[src/rtl/alu0_issue_queue_if.sv]
// Dispatch and select buses of the ALU0 issue queue.
// slave = queue side, master = rename/dispatch plus register-read side.
interface alu0_issue_queue_if;
  logic        disp_vld;
  logic        disp_rdy;
  logic [4:0]  disp_op;
  logic [19:0] disp_imm;
  logic [5:0]  disp_dest;
  logic [5:0]  disp_src1;
  logic        disp_src1_rdy;
  logic [5:0]  disp_src2;
  logic        disp_src2_rdy;
  logic [5:0]  disp_ROB_ID;

  logic        ALU0_select_vld;
  logic [4:0]  ALU0_select_op;
  logic [19:0] ALU0_select_imm;
  logic [5:0]  ALU0_select_dest;
  logic [5:0]  ALU0_select_source1;
  logic [5:0]  ALU0_select_source2;
  logic [5:0]  ALU0_select_ROB_ID;

  modport slave (
    input  disp_vld, disp_op, disp_imm, disp_dest, disp_src1, disp_src1_rdy,
           disp_src2, disp_src2_rdy, disp_ROB_ID,
    output disp_rdy,
    output ALU0_select_vld, ALU0_select_op, ALU0_select_imm, ALU0_select_dest,
           ALU0_select_source1, ALU0_select_source2, ALU0_select_ROB_ID
  );

  modport master (
    output disp_vld, disp_op, disp_imm, disp_dest, disp_src1, disp_src1_rdy,
           disp_src2, disp_src2_rdy, disp_ROB_ID,
    input  disp_rdy,
    input  ALU0_select_vld, ALU0_select_op, ALU0_select_imm, ALU0_select_dest,
           ALU0_select_source1, ALU0_select_source2, ALU0_select_ROB_ID
  );
endinterface

[src/rtl/alu0_issue_queue.sv]
// Compacting oldest-first issue queue for ALU0; select is combinational from registered state,
// dispatch backpressures only on a full queue (disp_rdy independent of same-cycle select).
module alu0_issue_queue #(
  parameter int DEPTH = 8,
  parameter int CNT_W = 4
) (
  input  logic             clk,
  input  logic             rst,
  input  logic             flush,
  input  logic             issue_stall,
  input  logic             BRU_wake_vld,
  input  logic [5:0]       BRU_wake_PR,
  input  logic             WB_wake_vld,
  input  logic [5:0]       WB_wake_PR,
  output logic [CNT_W-1:0] iq_count,
  alu0_issue_queue_if.slave iq
);
  localparam int IDX_W = $clog2(DEPTH);

  typedef struct packed {
    logic [4:0]  op;
    logic [19:0] imm;
    logic [5:0]  dest;
    logic [5:0]  src1;
    logic [5:0]  src2;
    logic        rdy1;
    logic        rdy2;
    logic [5:0]  rob_id;
  } entry_t;

  entry_t           q   [DEPTH];
  entry_t           w   [DEPTH];
  entry_t           nq  [DEPTH];
  entry_t           din;
  logic             sel_found;
  logic             sel_vld;
  logic [IDX_W-1:0] sel_idx;
  logic [DEPTH-1:0] shift_mask;
  logic             disp_acc;
  logic             imm_op;
  logic [CNT_W-1:0] wr_idx;
  logic [CNT_W-1:0] cnt_next;

  function automatic logic wake_hit(input logic [5:0] tag,
                                    input logic a_vld, input logic [5:0] a_pr,
                                    input logic b_vld, input logic [5:0] b_pr,
                                    input logic c_vld, input logic [5:0] c_pr);
    return (a_vld && a_pr == tag) || (b_vld && b_pr == tag) || (c_vld && c_pr == tag);
  endfunction

  // Oldest-ready pick; shift_mask marks the selected slot and everything above it.
  always_comb begin
    sel_found  = 1'b0;
    sel_idx    = '0;
    shift_mask = '0;
    for (int i = 0; i < DEPTH; i++) begin
      if (!sel_found && (CNT_W'(i) < iq_count) && q[i].rdy1 && q[i].rdy2) begin
        sel_found = 1'b1;
        sel_idx   = IDX_W'(i);
      end
      shift_mask[i] = sel_found;
    end
    sel_vld = sel_found && !issue_stall && !flush;
  end

  assign iq.ALU0_select_vld     = sel_vld;
  assign iq.ALU0_select_op      = q[sel_idx].op;
  assign iq.ALU0_select_imm     = q[sel_idx].imm;
  assign iq.ALU0_select_dest    = q[sel_idx].dest;
  assign iq.ALU0_select_source1 = q[sel_idx].src1;
  assign iq.ALU0_select_source2 = q[sel_idx].src2;
  assign iq.ALU0_select_ROB_ID  = q[sel_idx].rob_id;
  assign iq.disp_rdy            = (iq_count < CNT_W'(DEPTH));

  always_comb begin
    imm_op = 1'b0;
    case (iq.disp_op)
      5'd0, 5'd1, 5'd2, 5'd3, 5'd4, 5'd5, 5'd6, 5'd21, 5'd22, 5'd23: imm_op = 1'b1;
      default: imm_op = 1'b0;
    endcase
  end

  always_comb begin
    disp_acc = iq.disp_vld && iq.disp_rdy && !flush;
    wr_idx   = iq_count - CNT_W'(sel_vld);
    cnt_next = iq_count + CNT_W'(disp_acc) - CNT_W'(sel_vld);

    // Wakeup also covers the micro-op dispatched this cycle.
    din.op     = iq.disp_op;
    din.imm    = iq.disp_imm;
    din.dest   = iq.disp_dest;
    din.src1   = iq.disp_src1;
    din.src2   = iq.disp_src2;
    din.rob_id = iq.disp_ROB_ID;
    din.rdy1   = iq.disp_src1_rdy ||
                 wake_hit(iq.disp_src1, sel_vld, iq.ALU0_select_dest,
                          BRU_wake_vld, BRU_wake_PR, WB_wake_vld, WB_wake_PR);
    din.rdy2   = imm_op || iq.disp_src2_rdy ||
                 wake_hit(iq.disp_src2, sel_vld, iq.ALU0_select_dest,
                          BRU_wake_vld, BRU_wake_PR, WB_wake_vld, WB_wake_PR);

    for (int i = 0; i < DEPTH; i++) begin
      w[i]      = q[i];
      w[i].rdy1 = q[i].rdy1 ||
                  wake_hit(q[i].src1, sel_vld, iq.ALU0_select_dest,
                           BRU_wake_vld, BRU_wake_PR, WB_wake_vld, WB_wake_PR);
      w[i].rdy2 = q[i].rdy2 ||
                  wake_hit(q[i].src2, sel_vld, iq.ALU0_select_dest,
                           BRU_wake_vld, BRU_wake_PR, WB_wake_vld, WB_wake_PR);
    end

    for (int i = 0; i < DEPTH - 1; i++) begin
      nq[i] = (sel_vld && shift_mask[i]) ? w[i+1] : w[i];
    end
    nq[DEPTH-1] = w[DEPTH-1];

    for (int i = 0; i < DEPTH; i++) begin
      if (disp_acc && wr_idx == CNT_W'(i)) nq[i] = din;
    end
  end

  // Payload needs no reset: only slots below iq_count are ever considered.
  always_ff @(posedge clk) begin
    q <= nq;
    if (rst || flush) iq_count <= '0;
    else              iq_count <= cnt_next;
  end
endmodule

[src/flat_wrapper.sv]
// flat-port wrapper written by rule: the top's interface ports become plain ports
module alu0_issue_queue_flat 
#(
  parameter int DEPTH = 8,
  parameter int CNT_W = 4
)
  (clk, rst, flush, issue_stall, BRU_wake_vld, BRU_wake_PR, WB_wake_vld, WB_wake_PR, iq_count, iq_disp_vld, iq_disp_op, iq_disp_imm, iq_disp_dest, iq_disp_src1, iq_disp_src1_rdy, iq_disp_src2, iq_disp_src2_rdy, iq_disp_ROB_ID, iq_disp_rdy, iq_ALU0_select_vld, iq_ALU0_select_op, iq_ALU0_select_imm, iq_ALU0_select_dest, iq_ALU0_select_source1, iq_ALU0_select_source2, iq_ALU0_select_ROB_ID);
  alu0_issue_queue_if iq_i ();
  input  logic clk;
  input  logic rst;
  input  logic flush;
  input  logic issue_stall;
  input  logic BRU_wake_vld;
  input  logic [5:0] BRU_wake_PR;
  input  logic WB_wake_vld;
  input  logic [5:0] WB_wake_PR;
  output logic [CNT_W-1:0] iq_count;
  input wire logic [$bits(iq_i.disp_vld)-1:0] iq_disp_vld;
  input wire logic [$bits(iq_i.disp_op)-1:0] iq_disp_op;
  input wire logic [$bits(iq_i.disp_imm)-1:0] iq_disp_imm;
  input wire logic [$bits(iq_i.disp_dest)-1:0] iq_disp_dest;
  input wire logic [$bits(iq_i.disp_src1)-1:0] iq_disp_src1;
  input wire logic [$bits(iq_i.disp_src1_rdy)-1:0] iq_disp_src1_rdy;
  input wire logic [$bits(iq_i.disp_src2)-1:0] iq_disp_src2;
  input wire logic [$bits(iq_i.disp_src2_rdy)-1:0] iq_disp_src2_rdy;
  input wire logic [$bits(iq_i.disp_ROB_ID)-1:0] iq_disp_ROB_ID;
  output wire logic [$bits(iq_i.disp_rdy)-1:0] iq_disp_rdy;
  output wire logic [$bits(iq_i.ALU0_select_vld)-1:0] iq_ALU0_select_vld;
  output wire logic [$bits(iq_i.ALU0_select_op)-1:0] iq_ALU0_select_op;
  output wire logic [$bits(iq_i.ALU0_select_imm)-1:0] iq_ALU0_select_imm;
  output wire logic [$bits(iq_i.ALU0_select_dest)-1:0] iq_ALU0_select_dest;
  output wire logic [$bits(iq_i.ALU0_select_source1)-1:0] iq_ALU0_select_source1;
  output wire logic [$bits(iq_i.ALU0_select_source2)-1:0] iq_ALU0_select_source2;
  output wire logic [$bits(iq_i.ALU0_select_ROB_ID)-1:0] iq_ALU0_select_ROB_ID;
  assign iq_i.disp_vld = iq_disp_vld;
  assign iq_i.disp_op = iq_disp_op;
  assign iq_i.disp_imm = iq_disp_imm;
  assign iq_i.disp_dest = iq_disp_dest;
  assign iq_i.disp_src1 = iq_disp_src1;
  assign iq_i.disp_src1_rdy = iq_disp_src1_rdy;
  assign iq_i.disp_src2 = iq_disp_src2;
  assign iq_i.disp_src2_rdy = iq_disp_src2_rdy;
  assign iq_i.disp_ROB_ID = iq_disp_ROB_ID;
  assign iq_disp_rdy = iq_i.disp_rdy;
  assign iq_ALU0_select_vld = iq_i.ALU0_select_vld;
  assign iq_ALU0_select_op = iq_i.ALU0_select_op;
  assign iq_ALU0_select_imm = iq_i.ALU0_select_imm;
  assign iq_ALU0_select_dest = iq_i.ALU0_select_dest;
  assign iq_ALU0_select_source1 = iq_i.ALU0_select_source1;
  assign iq_ALU0_select_source2 = iq_i.ALU0_select_source2;
  assign iq_ALU0_select_ROB_ID = iq_i.ALU0_select_ROB_ID;
  alu0_issue_queue #(.DEPTH(DEPTH), .CNT_W(CNT_W)) u_core (.clk(clk), .rst(rst), .flush(flush), .issue_stall(issue_stall), .BRU_wake_vld(BRU_wake_vld), .BRU_wake_PR(BRU_wake_PR), .WB_wake_vld(WB_wake_vld), .WB_wake_PR(WB_wake_PR), .iq_count(iq_count), .iq(iq_i));
endmodule
[config.mk]
export PLATFORM = sky130hd
export DESIGN_NAME = alu0_issue_queue_flat
export DESIGN_NICKNAME = d
export VERILOG_FILES = /design/src/rtl/alu0_issue_queue_if.sv /design/src/rtl/alu0_issue_queue.sv /design/src/flat_wrapper.sv
export SDC_FILE = /design/constraint.sdc
export NUM_CORES = 1
export LEC_CHECK = 0
export CORE_MARGIN = 5
export CORE_UTILIZATION = 45
export CTS_CLUSTER_DIAMETER = 40
export CTS_CLUSTER_SIZE = 30
export DETAILED_ROUTE_END_ITERATION = 12
export HOLD_SLACK_MARGIN = 0.05
export PLACE_DENSITY = 0.67
export REMOVE_ABC_BUFFERS = 1
export SLEW_MARGIN = 15
export SYNTH_ARGS = -nofsm -noshare
export SYNTH_HDL_FRONTEND = slang
export SYNTH_SLANG_ARGS = --single-unit
[constraint.sdc]
create_clock -name clk -period 7.2 [get_ports clk]
set_clock_uncertainty 0.15 [all_clocks]
set_input_delay 1.44 -clock clk [delete_from_list [all_inputs] [get_ports clk]]
set_output_delay 1.44 -clock clk [all_outputs]
set_load 0.01 [all_outputs]
# == Yosys cells after proc, flatten, opt, wreduce, memory -nomap -nowiden ==
# Memories as Yosys holds them, arrays and structs flattened.
# Cells that the tools add are included.
# classes
shift,0
magnitude_cmp,10
mul,0
bitwise_logic,1
div_mod_pow,0
reduce_logical,169
n_addsub,3
n_eq_ne,61
mux,33
# ops
cell,n
51-bit two-way mux,16
6-bit == test,54
51-bit binary-select mux with 3-bit select,1
1-bit logical AND,96
1-bit logical OR,56
"4-bit by 3-bit == test with 1-bit output, second input constant",4
"3-bit by 4-bit < comparator with 1-bit output, first input constant",4
2-bit nonzero test,7
3-bit two-way mux,4
1-bit zero test,9
1-bit two-way mux,9
"4-bit by 2-bit == test with 1-bit output, second input constant",2
"1-bit by 4-bit < comparator with 1-bit output, first input constant",2
"2-bit by 4-bit < comparator with 1-bit output, first input constant",2
8-bit two-way mux,1
4-bit by 1-bit subtractor with 4-bit output,2
4-bit by 1-bit adder with 4-bit output,1
"4-bit by 1-bit == test with 1-bit output, second input constant",1
"4-bit greater-or-equal comparator, second input constant",1
4-bit zero test,1
"4-bit < comparator, second input constant",1
2-bit two-way mux,2
3-bit inverter with 4-bit output,1
# word_totals
word_cells,343
memories,1
register_bits,412
ramBits,0
mem_bits_ro,32
latch_bits,0
# memory_table
memory,depth,width,rd,rd_ports_with_merged_regs,write_ports,line_no,source
(no name shown),32,1,1,0,0,alu0_issue_queue.sv:77,case (iq.disp_op)

# == Longest topological paths before layout ==
# logic_depth
ltp_word,50
depth_mapped,19

# == Least setup slack after synthesis ==
# No wires, ideal clock.
# synth_timing
path_kind,in2reg
from,input port flush
to,"register u_core.q[100] (netlist name), enable pin"
setup_ps,524
n_path_buf,1
path_stages,9
arrival_time_ps,6516
setup_slack_ps,10
path_cell_list,nor2_1 -> o21ai_0 -> inv_1 -> buf_2 -> ha_1 -> ha_1 -> xor2_1 -> nand2_1 -> o21ai_0
# synth_between
elab_chain_cells,6
elab_cells_between_ends,8
classes_between,1 x add/sub; 1 x eq/ne; 6 x reduce/logical
# synth_rtl
item,line_no,source
start: declaration,flat_wrapper.sv:11,input logic flush;
1-bit zero test *,alu0_issue_queue.sv:63,sel_vld = sel_found && !issue_stall && !flush;
1-bit logical AND *,alu0_issue_queue.sv:63,
via iq_ALU0_select_vld,flat_wrapper.sv:28,output wire logic [$bits(iq_i.ALU0_select_vld)-1:0] iq_ALU0_select_vld;
4-bit by 1-bit subtractor with 4-bit output,alu0_issue_queue.sv:85,wr_idx = iq_count - CNT_W'(sel_vld);
4-bit by 3-bit == test with 1-bit output,alu0_issue_queue.sv:118,if (disp_acc && wr_idx == CNT_W'(i)) nq[i] = din;
1-bit logical AND,alu0_issue_queue.sv:118,
2-bit nonzero test (no source line) *,-,
end signal: assignment,alu0_issue_queue.sv:124,q <= nq;
end: declaration,alu0_issue_queue.sv:31,entry_t q [DEPTH];
# Mark *: on every way through the listed nets, which the timed path passes. The rest lies on a longest branch.
# A chain may end at the register's enable or synchronous reset.

# == Worst setup path after layout ==
# layout_timing
from,register u_core.iq_count[2]
to,output port iq_ALU0_select_dest[5]
# layout_between
elab_chain_cells,43
elab_cells_between_ends,56
classes_between,8 x order compare; 17 x mux; 1 x bitwise; 30 x reduce/logical
# layout_rtl
item,line_no,source
start: declaration,alu0_issue_queue.sv:15,"output logic [CNT_W-1:0] iq_count,"
start signal: assignment,alu0_issue_queue.sv:126,else iq_count <= cnt_next;
1-bit by 4-bit < comparator with 1-bit output,alu0_issue_queue.sv:57,if (!sel_found && (CNT_W'(i) < iq_count) && q[i].rdy1 && q[i].rdy2) begin
1-bit logical AND (2 in series),alu0_issue_queue.sv:57,
1-bit two-way mux,alu0_issue_queue.sv:57,
1-bit zero test,alu0_issue_queue.sv:57,
1-bit logical AND (3 in series),alu0_issue_queue.sv:57,
1-bit two-way mux,alu0_issue_queue.sv:57,
1-bit zero test,alu0_issue_queue.sv:57,
1-bit logical AND (3 in series),alu0_issue_queue.sv:57,
(+17 left out),-,
1-bit logical AND (3 in series),alu0_issue_queue.sv:57,
1-bit two-way mux,alu0_issue_queue.sv:57,
1-bit zero test,alu0_issue_queue.sv:57,
1-bit logical AND (3 in series),alu0_issue_queue.sv:57,
3-bit two-way mux *,alu0_issue_queue.sv:57,
3-bit inverter with 4-bit output (implied by the code) *,alu0_issue_queue.sv:69,assign iq.ALU0_select_dest = q[sel_idx].dest;
51-bit binary-select mux with 3-bit select *,alu0_issue_queue.sv:69,
51-bit two-way mux * (2 in series),-,
end: declaration,flat_wrapper.sv:31,output wire logic [$bits(iq_i.ALU0_select_dest)-1:0] iq_ALU0_select_dest;
# Mark *: on every way between the ends. The rest lies on a longest branch, timed or not. The select of a mux whose other input is x is not followed.

==> reports/results.txt <==
Final setup vio count = 0
Rel. slew slack = 24.5%
R2R Setup Slk = 1590 ps
Clock root buffer master = clkbuf_16
Largest delay share family, worst path = compound AO/OA/AOI/OAI gates
Final cycle utilization of the critical path = 91.4%
CP dominant cell by count = inv_1
Port Buffers = 124
Max Fanout on Critical Path = 26
Cell Pwr Density = 601 mW/mm2
First-pass GRT wire length = 158000 um
R2R Path End = u_core.q[160]
Yosys warnings = 0
Postcts setup bufs = 0
Global route total overflow = 0
Drt drc = 0
Buf/Inv on CP = 3
Final WL = 109000 um
Initial Utilization = 45.3%
Distinct cell type count after synthesis = 77
Outcome = finished, final reports clean
# diodes = 0
HP Start = u_core.q[342]
Filler cell count = 5294
Post-synth EDFFs = 392
Ys async rst share = 0%
Min Tclk post-route = 6580 ps
Max-cap violations = 0
Reg-to-Reg Start = u_core.iq_count[2]
Final net count = 3171
CP Capture Type = primary output
Largest net degree at the start of global routing = 106
Post-Syn Area = 0.0266 mm2
Flip-flop and latch area = 0.0122 mm2
Die height = 253 um
Synth Register Bits = 412
Gr usage total = 32.7%
Setup slack after placement = 1320 ps
RSZ-0062 raised after global routing = no
Routed via count = 25200
Die W = 253 um
Max VDD drop = 471 uV
R2R cell count = 14
Clock Tree Buf Depth = 3
Slew Viols, Final = 0
Critical Path AT = 4990 ps
Syn Inst Count = 3131
Hold Path Sink = u_core.q[393]
WS Path Type = reg -> out
Startpoint class of the critical path = flop
Row cnt = 89
Required @ worst endpoint = 5610 ps
Clock transition at the registers of the reported paths = 50 ps
Post-synth top flop = edfxtp_1
Clk sinks = 412
Vias per cell = 6.43
Fin. Hold Viols = 0
Area taken by multi-input logic gates = 0.0133 mm2
Seq/Total Area, Yosys = 45.7%
Die area = 0.0642 mm2
CP max stage cell = mux2i_4
Max Clk Rate = 0.152 GHz
CTS resizes = 0
Vias in the first global route = 24200
TritonCTS buffer count = 75
Initial antenna violation count = 2
Leak = 11.4 nW
CTS tree = built
Dpl hpwl = 62800 um
Pre-antenna DRT Iters = 7
Synthesized area per cell = 8.51 um2
RePlAce Congestion = 1.01
Clock Latency Late Sink = 610 ps
Core Box Area = 0.0588 mm2
Worst path cell trace = inv_1 > ha_1 > nand3b_1 > or3b_1 > a311oi_2 > or2_4 > mux2i_4 > a2bb2oi_2 > o21a_1 > inv_1 > clkdlybuf4s50_1
Drt first-iter violations = 3869
Share of post-route cells with drive strength above 1 = 8.25%
Layout area overhead = 16.6%
Layout Utilization = 52.9%
Hold WC Path Type = reg -> reg
Cts hold-fix bufs = 0
Routed Antenna Nets = 0
Htree depth = 3
Final worst slack = 621 ps
Worst Hold Path Cells = 1
Crit-path max cell delay = 560 ps
# IOs = 125
Routed WL per cell = 27.7 um
Worst slew pin tran = 1130 ps
[report_power, final]
group	switching (W)	leakage, nW	internal, W
Combinational	0.00703	6.15	0.00389
Sequential	0.000570	3.94	0.00344
Clock	0.00138	1.25	0.00234
[worst reg2reg max path, delay by kind of cell (launching register included)]
family / cells / cell delay (ps)
compound gates: 3 / 690
xor+xnor: 1 / 210
fa+ha+maj: 1 / 290
flops: 1 / 440
buf+inv: 3 / 1190
mux: 1 / 500
simple gates: 5 / 2050
[worst max-delay path by stage]
stage	from	end	slack [ps]	cells past startpoint
after floorplan	u_core.iq_count[2]	iq_ALU0_select_dest[4]	-1700	9
after global placement	u_core.iq_count[2]	iq_ALU0_select_dest[5]	1470	11
after detailed placement	u_core.iq_count[2]	iq_ALU0_select_dest[5]	1320	11
after CTS	u_core.iq_count[2]	iq_ALU0_select_dest[5]	650	11
after global routing	u_core.iq_count[2]	iq_ALU0_select_dest[5]	440	11
final	u_core.iq_count[2]	iq_ALU0_select_dest[5]	620	11
[kinds of logic (layout without fill, tap and decap cells)]
| logic type | after synthesis | count (layout) | share of synthesized area [%] |
|---|---|---|---|
| and+or+nand+nor | 1483 | 1483 | 23.7 |
| AOI/OAI and AO/OA | 485 | 485 | 11.1 |
| DFF | 412 | 412 | 45.7 |
| xor gates and xnor gates | 350 | 350 | 11.5 |
| buffers and inverters | 333 | 355 | 4.89 |
| muxes | 59 | 59 | 2.67 |
| adders and majority gates | 9 | 9 | 0.451 |
[synthesized netlist by cell type (all sizes together) (5+ instances only)]
cell | n | share of area (%)
ha | 8 | 0.38
or3 | 6 | 0.14
a22o | 51 | 1.7
nor2 | 54 | 0.77
a211oi | 10 | 0.28
xor2 | 163 | 5.4
o21ai | 313 | 5.9
nor3 | 25 | 0.47
o22ai | 8 | 0.21
a311oi | 5 | 0.19
mux2i | 52 | 2.2
edfxtp | 392 | 44
a31oi | 5 | 0.14
nand2b | 9 | 0.21
o211ai | 6 | 0.22
clkbuf | 252 | 3.5
a21oi | 24 | 0.46
nor4 | 36 | 0.85
inv | 18 | 0.25
a31o | 5 | 0.16
nand2 | 1002 | 14
o21a | 5 | 0.14
nand3b | 6 | 0.17
nand3 | 277 | 5.2
buf | 62 | 1.1
xnor2 | 187 | 6.1
nand4 | 43 | 1.0
o31ai | 10 | 0.30
a2111oi | 5 | 0.16
o2111ai | 5 | 0.16
o2bb2ai | 6 | 0.20
nor3b | 8 | 0.24
dfxtp | 20 | 1.5
o41ai | 10 | 0.33
[routing by layer]
metal  vias to the layer above  wire, um  GRT usage, %
met5                         -        20             0
met4                         2      5810          15.6
met3                       409     13800          7.86
met2                      2062     47900          50.0
met1                     12000     41300          43.9
li1                      10700         -             -
[flip-flops by register name, summed over array words and instances (netlist names)]
signal and flops:
u_core.iq_count 4, u_core.q 408
[per-stage QoR]
stage | setup TNS (ps) | total power [W] | hold WS [ps] | instance area (um2) | cells
4_1_cts | 0 | 0.0184 | 408 | 31100 | 3926
3_5_place_dp | 0 | 0.0146 | 396 | 28400 | 3788
2_1_floorplan | -97840 | 0.0101 | 382 | 25400 | 2817
5_1_grt | 0 | 0.0194 | 441 | 31100 | 3926
6_report | 0 | 0.0187 | 408 | 31100 | 3926
3_3_place_gp | 0 | 0.0145 | 389 | 28400 | 3788
[cell usage in the layout, fill, tap and decap left out, types with 43 or more instances in the layout]
cell type	count
clkdlybuf4s50_1	124
nand2_1	989
a22o_1	51
buf_4	66
xnor2_1	187
xor2_1	163
mux2i_1	44
edfxtp_1	392
nor2_1	48
nand3_1	275
nand4_1	43
clkbuf_16	76
o21ai_0	307
[final cells by class]
cell class / instances / area share (%)
multi-input combinational: 2386 / 42.9
sequential: 412 / 39.2
clock buffer: 81 / 6.18
timing repair buffer: 198 / 6.10
tap: 773 / 3.11
clock inverter: 57 / 2.27
inverter: 19 / 0.229
No activity file was read; power rests on OpenSTA's default activity.
